**src/rtl/ask_demod_ctrl.sv**
```systemverilog
// ASK demodulator acquisition/bit-timing controller: filter flush, adaptive threshold
// estimation, transition-driven symbol timing and autonomous lock/re-acquire.
module ask_demod_ctrl #(
   parameter int unsigned DW        = 14,
   parameter int unsigned SPS       = 16,
   parameter int unsigned SETTLE    = 64,
   parameter int unsigned EST_SYMS  = 32,
   parameter int unsigned MIN_SWING = 256,
   parameter int unsigned LOSS_SYMS = 16
) (
   input  logic                 clk,
   input  logic                 rst,
   input  logic                 enable,
   input  logic signed [DW-1:0] env_in,
   input  logic                 env_valid,
   output logic                 bit_out,
   output logic                 bit_valid,
   output logic                 locked,
   output logic signed [DW-1:0] threshold,
   output logic [1:0]           state
);

   localparam int unsigned EstLen = EST_SYMS * SPS;
   localparam int unsigned CntMax = (EstLen > SETTLE) ? EstLen : SETTLE;
   localparam int unsigned CW     = $clog2(CntMax + 1);
   localparam int unsigned PW     = $clog2(SPS);
   localparam int unsigned LW     = $clog2(LOSS_SYMS + 1);

   localparam logic signed [DW-1:0] EnvMax   = {1'b0, {(DW-1){1'b1}}};
   localparam logic signed [DW-1:0] EnvMin   = {1'b1, {(DW-1){1'b0}}};
   localparam logic signed [DW:0]   MinSwing = (DW+1)'(MIN_SWING);

   typedef enum logic [1:0] {
      StIdle   = 2'd0,
      StSettle = 2'd1,
      StEst    = 2'd2,
      StTrack  = 2'd3
   } state_e;

   state_e                state_q, state_d;
   logic [CW-1:0]         cnt_q, cnt_d;
   logic signed [DW-1:0]  max_q, max_d, min_q, min_d, thr_q, thr_d;
   logic [PW-1:0]         ph_q, ph_d;
   logic [LW-1:0]         sym_q, sym_d;
   logic                  s_prev_q, s_prev_d, first_q, first_d;
   logic                  bit_out_q, bit_out_d, bit_valid_q, bit_valid_d, locked_q, locked_d;

   logic signed [DW-1:0]  max_upd, min_upd;
   logic signed [DW:0]    max_x, min_x, swing, sum;
   logic                  slice, trans;

   always_comb begin
      max_upd = (env_in > max_q) ? env_in : max_q;
      min_upd = (env_in < min_q) ? env_in : min_q;
      max_x   = max_upd;
      min_x   = min_upd;
      swing   = max_x - min_x;
      sum     = max_x + min_x;
      slice   = env_in > thr_q;
      // First TRACK sample seeds s_prev, so it can never be a transition.
      trans   = !first_q && (slice != s_prev_q);
   end

   always_comb begin
      state_d     = state_q;
      cnt_d       = cnt_q;
      max_d       = max_q;
      min_d       = min_q;
      thr_d       = thr_q;
      ph_d        = ph_q;
      sym_d       = sym_q;
      s_prev_d    = s_prev_q;
      first_d     = first_q;
      bit_out_d   = bit_out_q;
      bit_valid_d = 1'b0;
      locked_d    = locked_q;

      if (!enable) begin
         state_d  = StIdle;
         locked_d = 1'b0;
      end else begin
         unique case (state_q)
            StIdle: begin
               state_d = StSettle;
               cnt_d   = '0;
            end
            StSettle: if (env_valid) begin
               if (cnt_q == CW'(SETTLE - 1)) begin
                  state_d = StEst;
                  cnt_d   = '0;
                  max_d   = EnvMin;
                  min_d   = EnvMax;
               end else begin
                  cnt_d = cnt_q + 1'b1;
               end
            end
            StEst: if (env_valid) begin
               max_d = max_upd;
               min_d = min_upd;
               cnt_d = cnt_q + 1'b1;
               if (cnt_q == CW'(EstLen - 1)) begin
                  cnt_d = '0;
                  if (swing >= MinSwing) begin
                     thr_d    = DW'(sum >>> 1);
                     state_d  = StTrack;
                     locked_d = 1'b1;
                     first_d  = 1'b1;
                     ph_d     = '0;
                     sym_d    = '0;
                  end else begin
                     max_d = EnvMin;
                     min_d = EnvMax;
                  end
               end
            end
            StTrack: if (env_valid) begin
               first_d  = 1'b0;
               s_prev_d = slice;
               if (trans) begin
                  ph_d  = PW'(1);
                  sym_d = '0;
               end else if (ph_q == PW'(SPS - 1)) begin
                  ph_d = '0;
                  if (sym_q == LW'(LOSS_SYMS - 1)) begin
                     locked_d = 1'b0;
                     state_d  = StEst;
                     cnt_d    = '0;
                     sym_d    = '0;
                     max_d    = EnvMin;
                     min_d    = EnvMax;
                  end else begin
                     sym_d = sym_q + 1'b1;
                  end
               end else begin
                  ph_d = ph_q + 1'b1;
               end
               if (ph_q == PW'(SPS / 2) && !trans) begin
                  bit_out_d   = slice;
                  bit_valid_d = 1'b1;
               end
            end
            default: state_d = StIdle;
         endcase
      end
   end

   always_ff @(posedge clk or posedge rst) begin
      if (rst) begin
         state_q     <= StIdle;
         cnt_q       <= '0;
         max_q       <= '0;
         min_q       <= '0;
         thr_q       <= '0;
         ph_q        <= '0;
         sym_q       <= '0;
         s_prev_q    <= 1'b0;
         first_q     <= 1'b0;
         bit_out_q   <= 1'b0;
         bit_valid_q <= 1'b0;
         locked_q    <= 1'b0;
      end else begin
         state_q     <= state_d;
         cnt_q       <= cnt_d;
         max_q       <= max_d;
         min_q       <= min_d;
         thr_q       <= thr_d;
         ph_q        <= ph_d;
         sym_q       <= sym_d;
         s_prev_q    <= s_prev_d;
         first_q     <= first_d;
         bit_out_q   <= bit_out_d;
         bit_valid_q <= bit_valid_d;
         locked_q    <= locked_d;
      end
   end

   assign bit_out   = bit_out_q;
   assign bit_valid = bit_valid_q;
   assign locked    = locked_q;
   assign threshold = thr_q;
   assign state     = state_q;

endmodule

```
**config.mk**
```make
export PLATFORM = sky130hd
export DESIGN_NAME = ask_demod_ctrl
export DESIGN_NICKNAME = d
export VERILOG_FILES = /design/src/rtl/ask_demod_ctrl.sv
export SDC_FILE = /design/constraint.sdc
export NUM_CORES = 1
export LEC_CHECK = 0
export BUFFER_PORTS_ARGS = -buffer_cell sky130_fd_sc_hd__buf_4
export CELL_PAD_IN_SITES_DETAIL_PLACEMENT = 1
export CELL_PAD_IN_SITES_GLOBAL_PLACEMENT = 2
export CORE_AREA = 4 4 138 140
export CTS_CLUSTER_DIAMETER = 100
export DETAILED_ROUTE_END_ITERATION = 8
export DIE_AREA = 0 0 142 144
export PLACE_DENSITY = 0.74
export SETUP_SLACK_MARGIN = 0.2
export SYNTH_ARGS = -nofsm -noshare
export SYNTH_HDL_FRONTEND = slang
export SYNTH_SLANG_ARGS = --single-unit
```
**constraint.sdc**
```tcl
create_clock -name clk -period 4.98 [get_ports clk]
set_input_delay 0.747 -clock clk [delete_from_list [all_inputs] [get_ports clk]]
set_output_delay 0.747 -clock clk [all_outputs]
set_load 0.05 [all_outputs]
```
==> results of run 1 <==
[per-stage QoR]
stage	hold slack, ns	cell area, um^2	std cells
global route	0.5277	9503	1219
floorplan	0.4485	6142	746
CTS	0.5001	8904	1203
detailed placement	0.4867	7720	1141
finish	0.5046	9503	1219
global placement	0.4717	7720	1141
[cell type report]
class	count	share of cell area [%]
clock buffers	10	2.409
clock inverters	6	0.6715
inverters	84	3.318
multi-input cells	566	50.34
flip-flops and latches	68	17.91
well taps	229	3.015
repair buffers	256	22.34
[sequential cells by signal, summed over array words and instances (netlist names)]
name,count
bit_out,1
bit_valid,1
cnt_q,10
first_q,1
locked,1
max_q,14
min_q,14
ph_q,4
s_prev_q,1
state,2
sym_q,5
threshold,14
[cell usage after synthesis (4+ instances only)]
| library cell | n | share of area (%) |
|---|---|---|
| a211oi_1 | 6 | 0.76 |
| a21boi_0 | 4 | 0.50 |
| a21o_1 | 10 | 1.3 |
| a21oi_1 | 53 | 4.5 |
| a31oi_1 | 15 | 1.6 |
| and3_1 | 9 | 0.95 |
| clkbuf_1 | 26 | 1.6 |
| dfrtp_1 | 68 | 29 |
| ha_1 | 76 | 16 |
| inv_1 | 84 | 5.3 |
| mux2i_1 | 6 | 1.0 |
| nand2_1 | 61 | 3.8 |
| nand2b_1 | 8 | 0.84 |
| nand3_1 | 34 | 2.9 |
| nand4_1 | 8 | 0.84 |
| nor2_1 | 66 | 4.2 |
| nor2b_1 | 12 | 1.3 |
| nor3_1 | 9 | 0.76 |
| nor4_1 | 4 | 0.42 |
| o211ai_1 | 4 | 0.50 |
| o21a_1 | 8 | 1.0 |
| o21ai_0 | 66 | 5.5 |
| o21ai_1 | 5 | 0.42 |
| o22ai_1 | 14 | 1.5 |
| o31ai_1 | 12 | 1.5 |
| or2_2 | 5 | 0.53 |
| or3_1 | 6 | 0.63 |
| xnor2_1 | 8 | 1.2 |
[worst max-delay path: stages]
cell and delay [ns]:
buf_4 0.12, ha_1 0.20, a21o_1 0.24, a2111oi_4 0.33, o211a_1 0.22, o31ai_2 0.09, nand2_2 0.13, buf_12 0.14
nor2_4 0.04, a21oi_4 0.14, inv_2 0.07, ha_4 0.22, or2_4 0.26, or3_4 0.34, buf_4 0.14, nor2_1 0.13
o21ai_0 0.17, a21o_1 0.26, and3_4 0.19, o211ai_4 0.32, nor4_4 0.07, buf_4 0.16, o41ai_4 0.33, or4b_1 0.46
a21bo_1 0.19
[kinds of logic (layout without fill, tap and decap cells)]
family / Yosys count / count (layout)
xor+xnor: 11 / 11
simple gates: 239 / 239
buf+inv: 112 / 356
compound gates: 227 / 227
fa+ha+maj: 77 / 77
flops: 68 / 68
mux: 12 / 12
[worst paths after layout]
check                                           start                   endpoint  slack (ns)
min in group asynchronous                         rst       max_q[5]$_DFFE_PP0P_        0.57
worst max register to register  min_q[11]$_DFFE_PP0P_       sym_q[0]$_DFFE_PP0P_       -0.37
max in group asynchronous                         rst  threshold[13]$_DFFE_PP0P_        3.38
worst max-delay path                       env_in[10]       sym_q[0]$_DFFE_PP0P_       -0.44
worst min register to register   cnt_q[0]$_DFFE_PP0P_       cnt_q[0]$_DFFE_PP0P_        0.50
worst min-delay path             cnt_q[0]$_DFFE_PP0P_       cnt_q[0]$_DFFE_PP0P_        0.50
[per-layer routing]
layer	track usage, %	part of all wire [%]
met1	26.80	40
met2	43.75	54
met3	3.671	2.7
met4	9.646	4.0
met5	0	0
[power by group through the flow]
| stage | combinational (mW) | clock, mW | sequential [mW] |
|---|---|---|---|
| CTS | 4.81 | 0.672 | 0.718 |
| global placement | 3.77 | 0 | 0.719 |
| finish | 5.62 | 0.661 | 0.722 |
| global route | 6.03 | 0.703 | 0.734 |
| detailed placement | 3.88 | 0 | 0.727 |
| floorplan | 2.18 | 0 | 0.728 |
[timing repair]
item	CTS	global route
setup endpoints to repair	55	55
pin swaps	35	33
cloned	2	0
buffers inserted	44	16
gates resized for setup	121	95
hold buffers	0	0
==> summary.md, run 1 <==
The final reports fail on setup timing. The clock net in this run drives a total of 68 sinks. The initialized floorplan defines 49 standard-cell rows.

The clock power share is 9.4%, and the overall routed net length is 25,040 um. Total internal power: 3.766 mW. The top cell types in the final layout, fill and taps aside, are buf_4 (228), inv_1 (76), dfrtp_1 (68), nor2_1 (62), ha_1 (60).

Each instance of the synthesized netlist takes up on average 7.985 um^2. For this design the static power due to leakage is 4.400 nW. The mapped netlist covers 5957 um^2. The clock passes through at most 2 buffers.

The tools report the startpoint kind of the worst setup timing path as an input pin. The worst-case vdd ir drop was 369.7 uV; the number of synthesized flops with an enable pin was 0. The die covers 20,450 um^2. The max-cap check violation count is 0.

The worst hold path depth is 1, and the residual overflow from global routing is 0. Summing the areas of all and, or, nand and nor instances in the mapped netlist gives 19.60% of the synthesized area. For the maximum number of pins on one net before global-route repair, the log shows 52. The cell at the root of the clock tree is clkbuf_16. Data arrival time of the critical path: 5.71 ns. The tools report the number of DRC markers in iteration 0 as 252. The run gives 0 as the number of synthesis warnings. In the final layout, the multi-input gates occupy 4783 um^2.

For the pin with the worst max-slew slack, the measured transition is 0.8468 ns. The routed design could run at a clock period as short as 5.418 ns. The first TritonRoute pass finished after 6 iterations.

Combinational cells account for 80.3% of the total power. Clock skew on the completed layout was measured at 0.01503 ns. For the fill cell total of the finished layout, the log shows 2,076.

Multiplexer cells account for 2.142% of the synthesized area. The net count after synthesis was 841; the power dissipated by switching net loads was 3.237 mW. The region available for standard cell placement spans 17,840 um^2. Smallest setup slack after layout: -0.4382 ns.

Once detailed placement completed, the half-perimeter wirelength came to 17,240 um. The antenna violation net count after detailed routing was 0; the sequential standard cell area was 1702 um^2. Global routing consumed, over all layers together, 23.53% of the routing resources. Buffers inserted during clock tree synthesis total 9. TritonCTS built the clock tree. In this run, flip-flops and latches consume 10.3% of the power.

The tools report the wire length of the first global-routing pass as 37,840 um. The logs give 746 for the synthesized instance count and 3 for the depth of the CTS H-tree. Setup repair after global routing could not meet its margin everywhere. Clock-pin slew was measured on the worst setup and hold paths at 0.06 ns. Counting flops with an async set or reset pin after synthesis yields a share of 100.0%. In the finished design, the share of the clock period the worst path needs comes to 108.8%. Buffers placed on the I/O ports in this run total 36. The type of the worst setup path is in -> reg. The area added between synthesis and finish works out to 59.53%.

The path type of the worst min-delay path is reg -> reg. The worst-skew pair later-pin latency was 0.35 ns; the net count reported at finish was 1,080. The register bit total from synthesis came out at 68. The initial utilization of the core area, before any placement, comes to 33.39%. The flow ran to the end, but the final reports show violations. Setup violations remaining at the end of the flow were counted as 55.

The overall power consumption came out at 7.003 mW. The worst pin sits at a relative slew slack of 43.46%. Prior to clock tree synthesis, the placed netlist has a worst setup slack of -0.8596 ns. The die extent in x works out to 142 um. For this design the top-level I/O count stands at 37. Using the TritonRoute via totals, the vias-per-cell ratio works out to 5.455.

The run gives 5.27 ns as the required time at the endpoint of the critical path. For this run, design rule violations remaining after detail routing come to 0. The fraction of the mapped netlist area in compound gates is 24.68%. After Yosys synthesis, XOR and XNOR cells account for 1.617% of the synthesized area. Summing the areas of all fa, ha and maj instances in the mapped netlist gives 16.30% of the synthesized area. STA classifies the critical path endpoint as a register. Net switching is 46.22% of the power. The most common library cell in the layout ignoring fill and taps was buf_4. In the final timing run, aggregate negative setup slack is -15.90 ns. The final hold violation count is 0. Cells with a size suffix above 1 make up 43.64% of the layout. Static timing analysis puts the maximum clock frequency at 184.6 MHz. The floorplan step set the die height to 144 um. After synthesis, the largest family of logic cells by area is compound AO/OA/AOI/OAI gates. Of the synthesized area, sequential elements account for 28.57%.

For the worst flop-to-flop path, the logic depth is 25. For this block, the via count after detailed routing is 6,650. Power density of the placed cells: 736.9 nW/um^2. For this run, the leading register cell type out of synthesis is dfrtp_1. The tools report the via count of the first global-routing pass as 7,180. Synthesis instantiated 67 different standard cells from the library.

The tools report the final core utilization as 53.26%. After detailed routing, the average wire length per cell comes to 20.54 um. The run gives 0.9052 as the routability-driven placement congestion ratio.

The final number of max-transition violations came out at 0. Of all nets on the critical path, the largest fanout is 4. Antenna cell count: 0. Number of antenna violations at the first check in global routing: 0.
No activity file was read; power rests on OpenSTA's default activity.
==> run 2: changes to the inputs <==
Settings changed: CTS_BUF_LIST set to sky130_fd_sc_hd__clkbuf_8 sky130_fd_sc_hd__clkbuf_16.
==> run 2 against run 1 <==
Net effect:
- die area is the same
- core utilization about the same
- register-to-register slack gained 0.02 ns
- the flow still finishes with violations (setup timing)
- sequential cell count unchanged
- design area about the same
- critical endpoint unchanged
- largest power group unchanged
- global-route usage unchanged
- routed wire length about the same
- clock skew down 0.0012 ns
- critical path type unchanged
- sequential power barely moved
- non-clock buffer count stayed put
==> summary.md, run 2 (synthesized netlist as in run 1, its figures left out) <==
The data arrival time of the critical path came out at 5.69 ns. The run finished, with violations left. The run gives -0.4221 ns as the smallest setup slack after layout. The tools report the worst-skew pair later-pin latency as 0.35 ns.

Residual overflow from global routing: 0. Across the run, the number of max-cap violations was 0. Wires add up to 25,060 um. The via count of the first global-routing pass came out at 7,184. For this run, the top clock speed supported by timing is 185.1 MHz. The number of antenna violations at the first check in global routing is 0, and the power density of the placed cells is 737.1 nW/um^2. The overall power consumption came out at 7.000 mW. The die footprint was 20,450 um^2; the filler-free cell count of the finished design was 1,219. The TritonCTS sink count is 68, and the worst-margin pin slew is 0.8360 ns. The number of antenna diodes in the final layout is 0. The tools report the detailed-route DRC error count as 0.

The floorplan has 49 rows. The cell total after placement came out at 1,141. The logs give 370.1 uV for the worst-case vdd ir drop and -15.21 ns for the total negative setup slack. The cell at the root of the clock tree was clkbuf_16. The routed via count came out at 6,649. The path type of the worst min-delay path is reg -> reg. Net count reported at finish: 1,080.

The critical path endpoint category was a register. Data on the critical path is required at its endpoint by 5.27 ns. The worst setup path is of the in -> reg kind. In the layout the commonest cells are buf_4 (228), inv_1 (77), dfrtp_1 (68), nor2_1 (62), ha_1 (60). The count of buffers from port buffering is 36.

Once the floorplan was initialized, standard cells occupied 33.39% of the core. The tools report the final number of max-transition violations as 0. Startpoint kind of the worst setup timing path: an input pin.

The final clock period utilization by the worst path is 108.5%, and the number of DRC markers in iteration 0 is 280. TritonCTS built the clock tree. The run gives 53.23% as the final core utilization. The post-route minimum period is 5.402 ns, and the antenna violation net count after detailed routing is 0. Most common library cell in the layout ignoring fill and taps: buf_4. Core area: 17,840 um^2.

The logs give 55 for the total setup violations reported at the end of the flow and 3 for the depth of the CTS H-tree. In the routed layout, each cell is associated on average with a via count of 5.454. In this run the horizontal extent of the chip is 142 um. The logs give 44.18% for the normalized max-slew margin and 5 for the iteration count of the initial detailed-routing pass. The tightest hold margin came out at 0.5046 ns.

The largest driver fanout on the critical path is 4, and the overall routing resource usage is 23.53%. The final reports fail on setup timing. Across the routed clock network, the largest skew measured is 0.01384 ns. The first global-routing pass estimated 37,850 um of wire.

No sink is reached through more buffers than the 2 on the longest clock path. Relative to the synthesized area, the layout overhead comes to 59.42%. The final hold violation count was 0; the total of hold buffers inserted after clock tree synthesis was 0. Detailed placement finished with a half-perimeter wire length of 17,240 um. The maximum number of pins on one net before global-route repair is 52. Clock-pin slew was measured on the worst setup and hold paths at 0.06 ns. In this run the vertical extent of the chip is 144 um. For this design the static power due to leakage is 4.402 nW. Of the cells placed in the final design, the portion with a size suffix greater than 1 is 43.54%. After detailed routing, the average wire length per cell comes to 20.56 um. The congestion estimate from routability-driven global placement came to 0.9052. Setup repair after global routing could not meet its margin everywhere. The logs give 9 for the TritonCTS buffer count and 37 for the number of I/O pins.
[run 2: what timing repair did]
action                                  CTS  global route
gates cloned                              2             0
endpoints found under the setup margin   55            55
endpoints found under the hold margin     0             0
gates resized for setup                 120            95
pin swaps                                35            33
buffers inserted                         44            16
[run 2: final timing paths]
path | start | depth (start not counted) | endpoint | slack [ns]
setup / recovery | env_in[10] | 25 | sym_q[0]$_DFFE_PP0P_ | -0.42
hold / removal | cnt_q[0]$_DFFE_PP0P_ | 1 | cnt_q[0]$_DFFE_PP0P_ | 0.50
setup reg to reg | min_q[11]$_DFFE_PP0P_ | 25 | sym_q[0]$_DFFE_PP0P_ | -0.35
hold reg to reg | cnt_q[0]$_DFFE_PP0P_ | 1 | cnt_q[0]$_DFFE_PP0P_ | 0.50
max in group asynchronous | rst | 3 | threshold[13]$_DFFE_PP0P_ | 3.39
min in group asynchronous | rst | 2 | max_q[5]$_DFFE_PP0P_ | 0.57
[run 2: layout make-up]
type	instances	area, um^2
repair buffers	256	2123
clock buffers	9	225.2
fillers	2078	8344
clock inverters	7	67.56
multi-input cells	566	4777
well taps	229	286.5
inverters	84	315.3
flip-flops and latches	68	1702
[run 2: metal layers]
layer  up-vias  GRT usage, %  wire (um)
li1       3124             -          -
met1      3324         26.82       9940
met2       135         43.73      13420
met3        66         3.671        678
met4         0         9.646       1020
met5         -             0          0
[run 2: stage by stage]
| stage | setup slack, ns | area [um^2] |
|---|---|---|
| 3_3_place_gp | -0.7098 | 7720 |
| 5_1_grt | -0.5829 | 9497 |
| 4_1_cts | -0.2697 | 8897 |
| 6_report | -0.4221 | 9497 |
| 2_1_floorplan | -0.3982 | 6142 |
| 3_5_place_dp | -0.8596 | 7720 |
[run 2: power breakdown]
| part | internal [mW] | leakage (nW) | total [mW] | switching (mW) |
|---|---|---|---|---|
| sequential | 0.652 | 0.802 | 0.723 | 0.0707 |
| clock | 0.386 | 0.143 | 0.655 | 0.269 |
| combinational | 2.73 | 3.46 | 5.62 | 2.90 |
| total | 3.76 | 4.40 | 7.00 | 3.24 |
[run 2: critical path, cell delays in order]
cell and delay [ns]:
buf_4 0.12, ha_1 0.20, a21o_1 0.24, a2111oi_4 0.33, o211a_1 0.22, o31ai_2 0.09
nand2_2 0.13, buf_12 0.14, nor2_4 0.04, a21oi_4 0.14, inv_2 0.07, ha_4 0.22
or2_4 0.26, or3_4 0.35, buf_4 0.14, nor2_1 0.12, o21ai_0 0.16, a21o_1 0.26
and3_4 0.19, o211ai_4 0.32, nor4_4 0.07, buf_4 0.16, o41ai_4 0.33, or4b_1 0.46
a21bo_1 0.19
==> run 3: changes to the inputs <==
Settings changed: GPL_TIMING_DRIVEN set to 0.
==> run 3 against run 2 <==
Net effect:
- the run still ends with setup timing left
- clock-buffer cell count is 1 higher
- sequential cell count unchanged
- die area stayed put
- design area down 10%
- first-iteration DRC count down 14%
- register-to-register slack worse by 0.02 ns
- sequential share of layout area increased by 2.0 points
- worst setup slack barely moved
- non-clock buffer count decreased by 122
==> summary.md, run 3 (synthesized netlist as in run 1, its figures left out) <==
The flow ran to the end, but the final reports show violations. The checks that failed: setup timing. For the pin with the worst max-slew slack, the measured transition is 0.9579 ns. The antenna violation net count after detailed routing is 0, and the final clock period utilization by the worst path is 108.5%. IR analysis of the VDD net gives a maximum drop of 275.3 uV. The HPWL after detailed placement is 15,850 um. For the initial cell density of the core, the log shows 33.39%.

The top achievable clock speed is 185.1 MHz, and the iteration count of the initial detailed-routing pass is 5. The overall routed net length was 22,950 um; the overall power consumption was 5.647 mW. The analysis attributes to cell leakage a power of 3.836 nW. The number of I/O pins was 37. Buffers inserted to repair hold after CTS numbered 0. The run gives 1,012 as the cell total after placement.

The library cells used most frequently in the layout, excluding fill and tap cells, are buf_4 (84), inv_1 (81), dfrtp_1 (68), nor2_1 (62), ha_1 (59). The clock passes through at most 2 buffers. The tools report the critical path endpoint category as a register.

The logs give 20,450 um^2 for the die footprint and 47.84% for the final core utilization. The first global-routing pass estimated 35,000 um of wire. Most common library cell in the layout ignoring fill and taps: buf_4. Cells with a size suffix above 1 make up 33.18% of the layout. The residual overflow from global routing was 0; the TritonCTS sink count was 68. In this run the worst path has a maximum fanout of 6. For this run, global-route usage on met2 was measured as 38.71%.

By startpoint and endpoint, the worst setup path is classified as in -> reg. The worst setup path is launched from an input pin. The vertical extent of the die is 144 um.

The number of antenna violations at the first check in global routing is 0. The run gives 0.4224 ns as the tightest hold margin. In this run the horizontal extent of the chip is 142 um. At the worst endpoint, the required time is 5.26 ns. Headroom to the max-slew limit came out at 36.14%.

The data arrival time of the critical path was 5.69 ns; the net count reported at finish was 958. The via count of the first global-routing pass was 6,408. The routability-driven placement congestion ratio came out at 0.8541. The worst clock skew on the final layout was 0.007038 ns; the TritonCTS buffer count was 9.

The number of antenna diodes in the final layout is 0. The peak-usage layer in the global routing report was met2. Max-cap violations in this run came to 0. The core area came out at 17,840 um^2.

The maximum number of pins on one net before global-route repair was 36; the area added between synthesis and finish was 43.27%. The logs give 49 for the standard-cell row count and 2,050 for the fill cell total of the finished layout. Using the TritonRoute via totals, the vias-per-cell ratio works out to 5.548.

The count of buffers from port buffering is 36. The post-route minimum period is 5.402 ns, and the smallest setup slack after layout is -0.4225 ns. The depth of the CTS H-tree was 3; the final number of max-transition violations was 0. For this design the ratio of total power to cell area is 661.6 nW/um^2.

Global routing consumed, over all layers together, 21.80% of the routing resources. TritonCTS built the clock tree. The number of DRC markers in iteration 0 came out at 240.

For the total setup violations reported at the end of the flow, the log shows 55. After clock tree synthesis, the clock-pin slew on the worst setup and hold paths is 0.06 ns. Clock latency on the worst-skew pair, taken at its later pin, is 0.35 ns. Per-cell routed wire length: 20.92 um. The root buffer cell chosen for the clock tree is clkbuf_16. After detailed routing, the number of remaining DRC violations is 0. The final hold violation count was 0; the total negative setup slack was -15.55 ns. In the global route stage, met3 resource usage came out at 3.406%. The tightest min-delay check is of the in -> async type. Filler-free cell count of the finished design: 1,097. In the global route stage, met1 resource usage came out at 26.82%. Setup repair after global routing could not meet its margin everywhere.

Detailed routing inserted a total of 6,086 vias.
==> run 3: critical path, stage by stage <==
cell,delay [ns]
buf_12,0.11
ha_4,0.30
nand2_4,0.07
nor4_4,0.40
o31ai_4,0.15
a31oi_4,0.35
buf_8,0.18
nand2_2,0.07
o21ai_4,0.10
ha_4,0.24
or2_4,0.23
or3_4,0.33
or4_4,0.45
buf_6,0.13
a211o_1,0.24
o211ai_1,0.09
buf_4,0.16
or3_4,0.13
nand2_4,0.06
o41ai_4,0.47
or4b_1,0.47
a21bo_1,0.19
==> run 3: metrics by stage <==
step           cell area (um^2)  worst slack [ns]
3_3_place_gp               6699            -1.599
2_1_floorplan              6142           -0.3982
4_1_cts                    7890           -0.3883
6_report                   8534           -0.4225
3_5_place_dp               6721            -1.678
5_1_grt                    8534           -0.5877
==> run 3: final timing paths <==
kind                                  startpoint                   endpoint  slack, ns  depth (start not counted)
max                                   env_in[13]       sym_q[0]$_DFFE_PP0P_      -0.42                         22
max in group asynchronous                    rst  threshold[11]$_DFFE_PP0P_       3.99                          3
min reg2reg                 cnt_q[9]$_DFFE_PP0P_       cnt_q[9]$_DFFE_PP0P_       0.50                          1
max reg2reg                max_q[13]$_DFFE_PP0P_       sym_q[0]$_DFFE_PP0P_      -0.37                         22
min in group clk            cnt_q[9]$_DFFE_PP0P_       cnt_q[9]$_DFFE_PP0P_       0.50                          1
min                                          rst       cnt_q[4]$_DFFE_PP0P_       0.42                          2
==> run 3: cell type report <==
cell class | count | area [um^2] | share of cell area (%)
sequential | 68 | 1702 | 19.94
inverter | 84 | 321.6 | 3.768
tap | 229 | 286.5 | 3.357
multi-input combinational | 566 | 4732 | 55.45
clock buffer | 10 | 239.0 | 2.800
timing repair buffer | 106 | 943.4 | 11.05
clock inverter | 6 | 56.30 | 0.6597
buffer | 28 | 254.0 | 2.976
==> run 3: what timing repair did <==
item | 4_1_cts | 5_1_grt
setup endpoints to repair | 55 | 55
pin swaps | 37 | 21
resized for setup | 125 | 108
endpoints found under the hold margin | 0 | 0
cloned | 5 | 2
setup buffers | 43 | 19
==> run 3: metal layers <==
metal,wire length [um],vias to the layer above
met5,0,-
met1,9919,3051
met3,789,38
li1,-,2886
met4,629,0
met2,11610,111
==> run 3: where the power goes <==
part / switching [mW] / leakage [nW] / total [mW] / internal (mW)
clock network: 0.265 / 0.155 / 0.662 / 0.397
logic: 2.49 / 2.88 / 4.26 / 1.77
registers: 0.0705 / 0.802 / 0.723 / 0.652
total: 2.83 / 3.84 / 5.65 / 2.82
